### src/rtl/bsg_arb_pkg.sv
// Shared constants and helpers for the weighted round-robin arbiter.
package bsg_arb_pkg;

    localparam int unsigned MAX_REQS      = 32;
    localparam int unsigned MAX_WEIGHT_W  = 16;
    localparam int unsigned MAX_WEIGHTS_W = MAX_REQS * MAX_WEIGHT_W;

    // Index width for n requesters, never below one bit.
    function automatic int unsigned idx_width(input int unsigned n);
        return (n > 1) ? $clog2(n) : 1;
    endfunction

    // Extract weight field idx from a packed vector of weight_w-wide fields.
    function automatic logic [MAX_WEIGHT_W-1:0] unpack_weight(
        input logic [MAX_WEIGHTS_W-1:0] weights,
        input int unsigned              idx,
        input int unsigned              weight_w
    );
        logic [MAX_WEIGHT_W-1:0] mask;
        mask = (MAX_WEIGHT_W'(1) << weight_w) - MAX_WEIGHT_W'(1);
        if (weight_w >= MAX_WEIGHT_W) begin
            mask = '1;
        end
        return MAX_WEIGHT_W'(weights >> (idx * weight_w)) & mask;
    endfunction

endpackage

### src/rtl/bsg_arb_rr_pick.sv
// Rotating first-one finder: first set request at or after start_i, wrapping.
module bsg_arb_rr_pick
    import bsg_arb_pkg::*;
#(
    parameter int unsigned NUM_REQS = 4,
    parameter int unsigned ID_W     = idx_width(NUM_REQS)
) (
    input  logic [NUM_REQS-1:0] reqs_i,
    input  logic [ID_W-1:0]     start_i,
    output logic [NUM_REQS-1:0] one_hot_o,
    output logic [ID_W-1:0]     id_o,
    output logic                v_o
);

    logic [ID_W:0] w_k;

    // Scan from farthest to nearest so the nearest hit is assigned last.
    always_comb begin
        w_k       = '0;
        id_o      = '0;
        v_o       = 1'b0;
        one_hot_o = '0;
        for (int i = NUM_REQS - 1; i >= 0; i--) begin
            w_k = {1'b0, start_i} + (ID_W+1)'(i);
            if (w_k >= (ID_W+1)'(NUM_REQS)) begin
                w_k = w_k - (ID_W+1)'(NUM_REQS);
            end
            if (reqs_i[w_k[ID_W-1:0]]) begin
                id_o = w_k[ID_W-1:0];
                v_o  = 1'b1;
            end
        end
        if (v_o) begin
            one_hot_o = NUM_REQS'(1) << id_o;
        end
    end

endmodule

### src/rtl/bsg_arb_weighted_rr.sv
// Weighted round-robin arbiter: a granted requester keeps the grant for up to
// its weight in handshakes, then priority rotates past it.
module bsg_arb_weighted_rr
    import bsg_arb_pkg::*;
#(
    parameter int unsigned NUM_REQS = 4,
    parameter int unsigned WEIGHT_W = 4,
    localparam int unsigned ID_W    = idx_width(NUM_REQS)
) (
    input  logic                         clk_i,
    input  logic                         reset_n_i,
    input  logic [NUM_REQS-1:0]          reqs_i,
    input  logic [NUM_REQS*WEIGHT_W-1:0] weights_i,
    input  logic                         yumi_i,
    output logic [NUM_REQS-1:0]          grants_o,
    output logic [ID_W-1:0]              grant_id_o,
    output logic                         v_o
);

    logic [ID_W-1:0]     last_r,  w_last_nxt;
    logic                own_v_r, w_own_v_nxt;
    logic [ID_W-1:0]     own_r,   w_own_nxt;
    logic [WEIGHT_W-1:0] cnt_r,   w_cnt_nxt;
    logic [WEIGHT_W-1:0] wt_r,    w_wt_nxt;

    logic [ID_W-1:0]     w_start;
    logic [NUM_REQS-1:0] w_pick_oh;
    logic [ID_W-1:0]     w_pick_id;
    logic                w_pick_v;
    logic                w_own_req;
    logic                w_own_hit;
    logic                w_hs;
    logic [WEIGHT_W-1:0] w_raw_wt;
    logic [WEIGHT_W-1:0] w_eff_wt;
    logic [WEIGHT_W-1:0] w_cnt_inc;

    assign w_start = (last_r == ID_W'(NUM_REQS - 1)) ? '0 : last_r + ID_W'(1);

    bsg_arb_rr_pick #(
        .NUM_REQS (NUM_REQS),
        .ID_W     (ID_W)
    ) u_pick (
        .reqs_i    (reqs_i),
        .start_i   (w_start),
        .one_hot_o (w_pick_oh),
        .id_o      (w_pick_id),
        .v_o       (w_pick_v)
    );

    // Grant outputs: an active owner that still requests wins over rotation.
    always_comb begin
        w_own_req  = reqs_i[own_r];
        w_own_hit  = own_v_r & w_own_req;
        v_o        = w_pick_v;
        grant_id_o = w_pick_id;
        grants_o   = w_pick_oh;
        if (w_own_hit) begin
            grant_id_o = own_r;
            grants_o   = NUM_REQS'(1) << own_r;
        end
    end

    assign w_hs      = v_o & yumi_i;
    assign w_raw_wt  = WEIGHT_W'(unpack_weight(MAX_WEIGHTS_W'(weights_i), 32'(w_pick_id), WEIGHT_W));
    assign w_eff_wt  = (w_raw_wt == '0) ? WEIGHT_W'(1) : w_raw_wt;
    assign w_cnt_inc = cnt_r + WEIGHT_W'(1);

    // Next state: owner drop first, then handshake (a new turn overrides it).
    always_comb begin
        w_last_nxt  = last_r;
        w_own_v_nxt = own_v_r;
        w_own_nxt   = own_r;
        w_cnt_nxt   = cnt_r;
        w_wt_nxt    = wt_r;

        if (own_v_r && !w_own_req) begin
            w_own_v_nxt = 1'b0;
            w_last_nxt  = own_r;
        end

        if (w_hs) begin
            if (w_own_hit) begin
                w_cnt_nxt = w_cnt_inc;
                if (w_cnt_inc == wt_r) begin
                    w_own_v_nxt = 1'b0;
                    w_last_nxt  = own_r;
                end
            end else begin
                w_wt_nxt  = w_eff_wt;
                w_cnt_nxt = WEIGHT_W'(1);
                if (w_eff_wt > WEIGHT_W'(1)) begin
                    w_own_v_nxt = 1'b1;
                    w_own_nxt   = w_pick_id;
                end else begin
                    w_own_v_nxt = 1'b0;
                    w_last_nxt  = w_pick_id;
                end
            end
        end
    end

    always_ff @(posedge clk_i) begin
        if (!reset_n_i) begin
            last_r  <= ID_W'(NUM_REQS - 1);
            own_v_r <= 1'b0;
            own_r   <= '0;
            cnt_r   <= '0;
            wt_r    <= '0;
        end else begin
            last_r  <= w_last_nxt;
            own_v_r <= w_own_v_nxt;
            own_r   <= w_own_nxt;
            cnt_r   <= w_cnt_nxt;
            wt_r    <= w_wt_nxt;
        end
    end

endmodule

### config.mk
export PLATFORM = sky130hd
export DESIGN_NAME = bsg_arb_weighted_rr
export DESIGN_NICKNAME = d
export VERILOG_FILES = /design/src/rtl/bsg_arb_pkg.sv /design/src/rtl/bsg_arb_rr_pick.sv /design/src/rtl/bsg_arb_weighted_rr.sv
export SDC_FILE = /design/constraint.sdc
export NUM_CORES = 1
export LEC_CHECK = 0
export BUFFER_PORTS_ARGS = -buffer_cell sky130_fd_sc_hd__buf_4
export CORE_UTILIZATION = 55
export CTS_CLUSTER_DIAMETER = 40
export DETAILED_ROUTE_END_ITERATION = 7
export HOLD_SLACK_MARGIN = 0.15
export PLACE_DENSITY = 0.83
export SLEW_MARGIN = 40
export SYNTH_ARGS = -nofsm -noshare
export SYNTH_HDL_FRONTEND = slang
export SYNTH_SLANG_ARGS = --single-unit
### constraint.sdc
create_clock -name clk_i -period 4.2 [get_ports clk_i]
set_clock_uncertainty 0.05 [all_clocks]
set_input_delay 0.84 -clock clk_i [delete_from_list [all_inputs] [get_ports clk_i]]
set_output_delay 0.84 -clock clk_i [all_outputs]
set_load 0.02 [all_outputs]
==> results.py <==
metrics = {
    "setup_path": {
        "r2r_end": "own_r[0]",
        "r2r_cells": 6,
        "crit_type": "register to output port",
        "worstPathMaxFanout": 8,
        "crit_required_ps": 3310,
        "cp_slowest_stage_delay_ps": 540,
        "r2r_start": "last_r[0]",
        "crit_chain": "ha_1, a21oi_1, o31a_1, o22ai_1, nand2_1, o32ai_1, buf_4",
        "end_kind": "output port",
        "ff2ff_setup_slack_ps": 1590,
        "arrival_ps": 2430,
        "worst_path_max_delay_cell": "o22ai_1",
        "worstSetupStartpointType": "register",
    },
    "synth": {
        "syn_avg_cell_area_um2": 8.02,
        "syn_inst": 145,
        "synth_top_family_by_area": "compound AO/OA/AOI/OAI gates",
        "synth_xor_area_share_pct": 4.52,
        "synth-seq-cells": 13,
        "synth_warnings": 0,
        "async_flop_share_pct": 0,
        "synthMuxAreaShare_pct": 13.2,
        "ys_types": 48,
        "synth_compound_area_share_pct": 28.8,
        "yosys.area_share.simple_pct": 24.1,
        "synth_ff_type": "dfxtp_1",
        "synth_nets": 170,
        "syn_area_um2": 1160,
        "synth_fa_ha_area_share_pct": 2.15,
        "yosysSeqAreaShare_pct": 22.4,
        "synth_edf_count": 0,
    },
    "placed_design": {
        "hpwl_um": 2490,
        "routabilityCongestion": 0.867,
        "io_buffers": 29,
    },
    "die": {
        "core_um2": 1980,
        "pin_count": 30,
        "die_w_um": 48.0,
        "die_h_um": 48.0,
        "rows": 16,
        "die-area_um2": 2300,
        "start_util_pct": 58.6,
    },
    "global_routing": {
        "grt_antenna_before_repair": 0,
        "grt_usage_pct": 30.4,
        "overflow": 0,
        "grt_max_degree": 14,
        "grt_pass1_wl_um": 4850,
        "grt_pass1_vias": 1134,
    },
    "min_path": {
        "worstHoldStart": "wt_r[3]",
        "worstHoldEndpoint": "wt_r[3]",
        "hp-class": "register to register",
        "hold_depth": 2,
    },
    "outcome": {
        "status": "finished clean",
    },
    "drt": {
        "routedWlPerCell_um": 15.7,
        "drc": 0,
        "wl_um": 3130,
        "drt-pass1-iter-count": 4,
        "vias_per_cell": 6.44,
        "drt-initial-drc-count": 37,
        "ant_nets": 0,
        "vias": 1281,
    },
    "pwr": {
        "powerDensity_nw_per_um2": 578,
        "peakVddDrop_mv": 0.326,
        "total_leakage_power_nw": 0.576,
        "total_power_w": 0.000810,
    },
    "cts": {
        "postCtsSetupBuffers": 0,
        "cts_resized": 0,
        "cts_root_buf": "clkbuf_4",
        "path_clk_slew_ps": 80,
        "clkSinkCount": 13,
        "cts_buffer_depth": 2,
        "htreeDepth": 1,
        "ctsHoldBuffers": 0,
        "cts_tree": "built",
        "cts_buffers": 3,
        "clk_latency_ps": 280,
    },
    "cells_and_area": {
        "fillers": 174,
        "n_antenna_cell": 0,
        "layout.nets": 198,
        "layout-drive-gt1-share_pct": 23.8,
        "area_growth_pct": 20.5,
    },
    "timing": {
        "layout_worst_path_cycle_share_pct": 79.0,
        "tns_ps": 0,
        "tightest_slew_ps": 672,
        "max-slew-margin-rel_pct": 54.9,
        "finalSetupViolCount": 0,
        "rsz0062_at_grt": "false",
        "hold_viol_final": 0,
        "drv_slew": 0,
        "fmax_mhz": 301,
        "period_minus_slack_ps": 3320,
    },
    "run": {
        "maxCapViolations": 0,
    },
}
critical path, delay by kind of cell (launching register included):
family	cells	cell delay, ps
DFF	1	370
buffers and inverters	1	190
AOI/OAI and AO/OA	4	1040
and+or+nand+nor	1	110
adders and majority gates	1	430
synthesized netlist by cell type (3+ instances only):
library cell | instances | area share [%]
o22a_1 | 3 | 2.3
mux2i_1 | 12 | 10
nand2_1 | 13 | 4.2
o21ai_0 | 8 | 3.4
nand3_1 | 6 | 2.6
nor2b_1 | 4 | 2.2
nor3_1 | 4 | 1.7
o21a_1 | 3 | 1.9
nor2_1 | 10 | 3.2
xnor2_1 | 4 | 3.0
dfxtp_1 | 13 | 22
inv_1 | 3 | 0.97
o211ai_1 | 3 | 1.9
nand2_2 | 3 | 1.6
a21oi_1 | 9 | 3.9
kinds of logic (layout without fill, tap and decap cells):
group	Yosys count	count (layout)
AND/OR/NAND/NOR	52	52
XOR/XNOR	6	6
flip-flops	13	13
AO/OA/AOI/OAI	48	48
multiplexers	14	14
adder cells (fa/ha/maj)	2	2
buffers and inverters	10	37
registers in the layout, indices dropped and copies added (netlist names):
register / flops
last_r: 2
own_v_r: 1
wt_r: 4
own_r: 2
cnt_r: 4
per-layer routing:
metal | up-vias | part of all wire (%) | routed length, um | GRT usage [%]
li1 | 610 | - | - | -
met1 | 596 | 42 | 1310 | 34.8
met2 | 58 | 47 | 1470 | 52.2
met3 | 17 | 6.8 | 213 | 8.30
met4 | 0 | 4.5 | 140 | 14.4
met5 | - | 0 | 0 | 0
report_power, final:
| group | switching (W) | internal [W] |
|---|---|---|
| Clock | 0.0000427 | 0.0000369 |
| Combinational | 0.000307 | 0.000232 |
| Sequential | 0.0000386 | 0.000153 |
| Total | 0.000389 | 0.000421 |
layout make-up:
class                           count  area [um^2]  area share (%)
Clock buffer                        4         26.3            1.88
Inverter                            4         15.0            1.07
Multi-Input combinational cell    122          847            60.5
Sequential cell                    13          260            18.6
Tap cell                           27         33.8            2.41
Timing Repair Buffer               29          218            15.5
through the flow:
stage	hold WS (ps)	setup WS (ps)	cells	utilization, %	area, um^2
after floorplan	394	1160	145	-	1160
after global placement	416	996	195	69.3	1370
after detailed placement	422	940	195	69.3	1370
after CTS	436	935	199	70.6	1400
after global routing	458	734	199	70.6	1400
final	432	880	199	70.6	1400
cells in the final DEF, fill, tap and decap left out, types with 2 or more instances in the layout:
| cell type | count |
|---|---|
| xor2_1 | 2 |
| o32ai_1 | 2 |
| nor2_1 | 10 |
| a211oi_1 | 2 |
| o211ai_1 | 3 |
| nand4_1 | 2 |
| nand3_1 | 6 |
| o31ai_1 | 2 |
| o22ai_1 | 2 |
| o21a_1 | 3 |
| ha_1 | 2 |
| nand2_1 | 13 |
| o21ai_0 | 8 |
| o22a_1 | 3 |
| dfxtp_1 | 13 |
| a31oi_1 | 2 |
| and3_1 | 2 |
| inv_1 | 3 |
| clkbuf_4 | 3 |
| o21ai_1 | 2 |
| a21oi_1 | 9 |
| nor3_1 | 4 |
| nand3b_1 | 2 |
| buf_4 | 29 |
| nor2b_1 | 4 |
| xnor2_1 | 4 |
| nand2_2 | 3 |
| mux2i_1 | 12 |
| and2_4 | 2 |
worst max-delay path by stage:
stage / depth (start not counted) / startpoint / endpoint / slack, ps
6_report: 7 / last_r[0] / grants_o[0] / 880
5_1_grt: 7 / last_r[0] / grants_o[0] / 730
4_1_cts: 7 / last_r[0] / grants_o[0] / 930
3_5_place_dp: 7 / reqs_i[1] / grants_o[2] / 940
3_3_place_gp: 7 / reqs_i[1] / grants_o[2] / 1000
2_1_floorplan: 5 / reqs_i[3] / grants_o[0] / 1160
(Power assumes the default switching activity.)
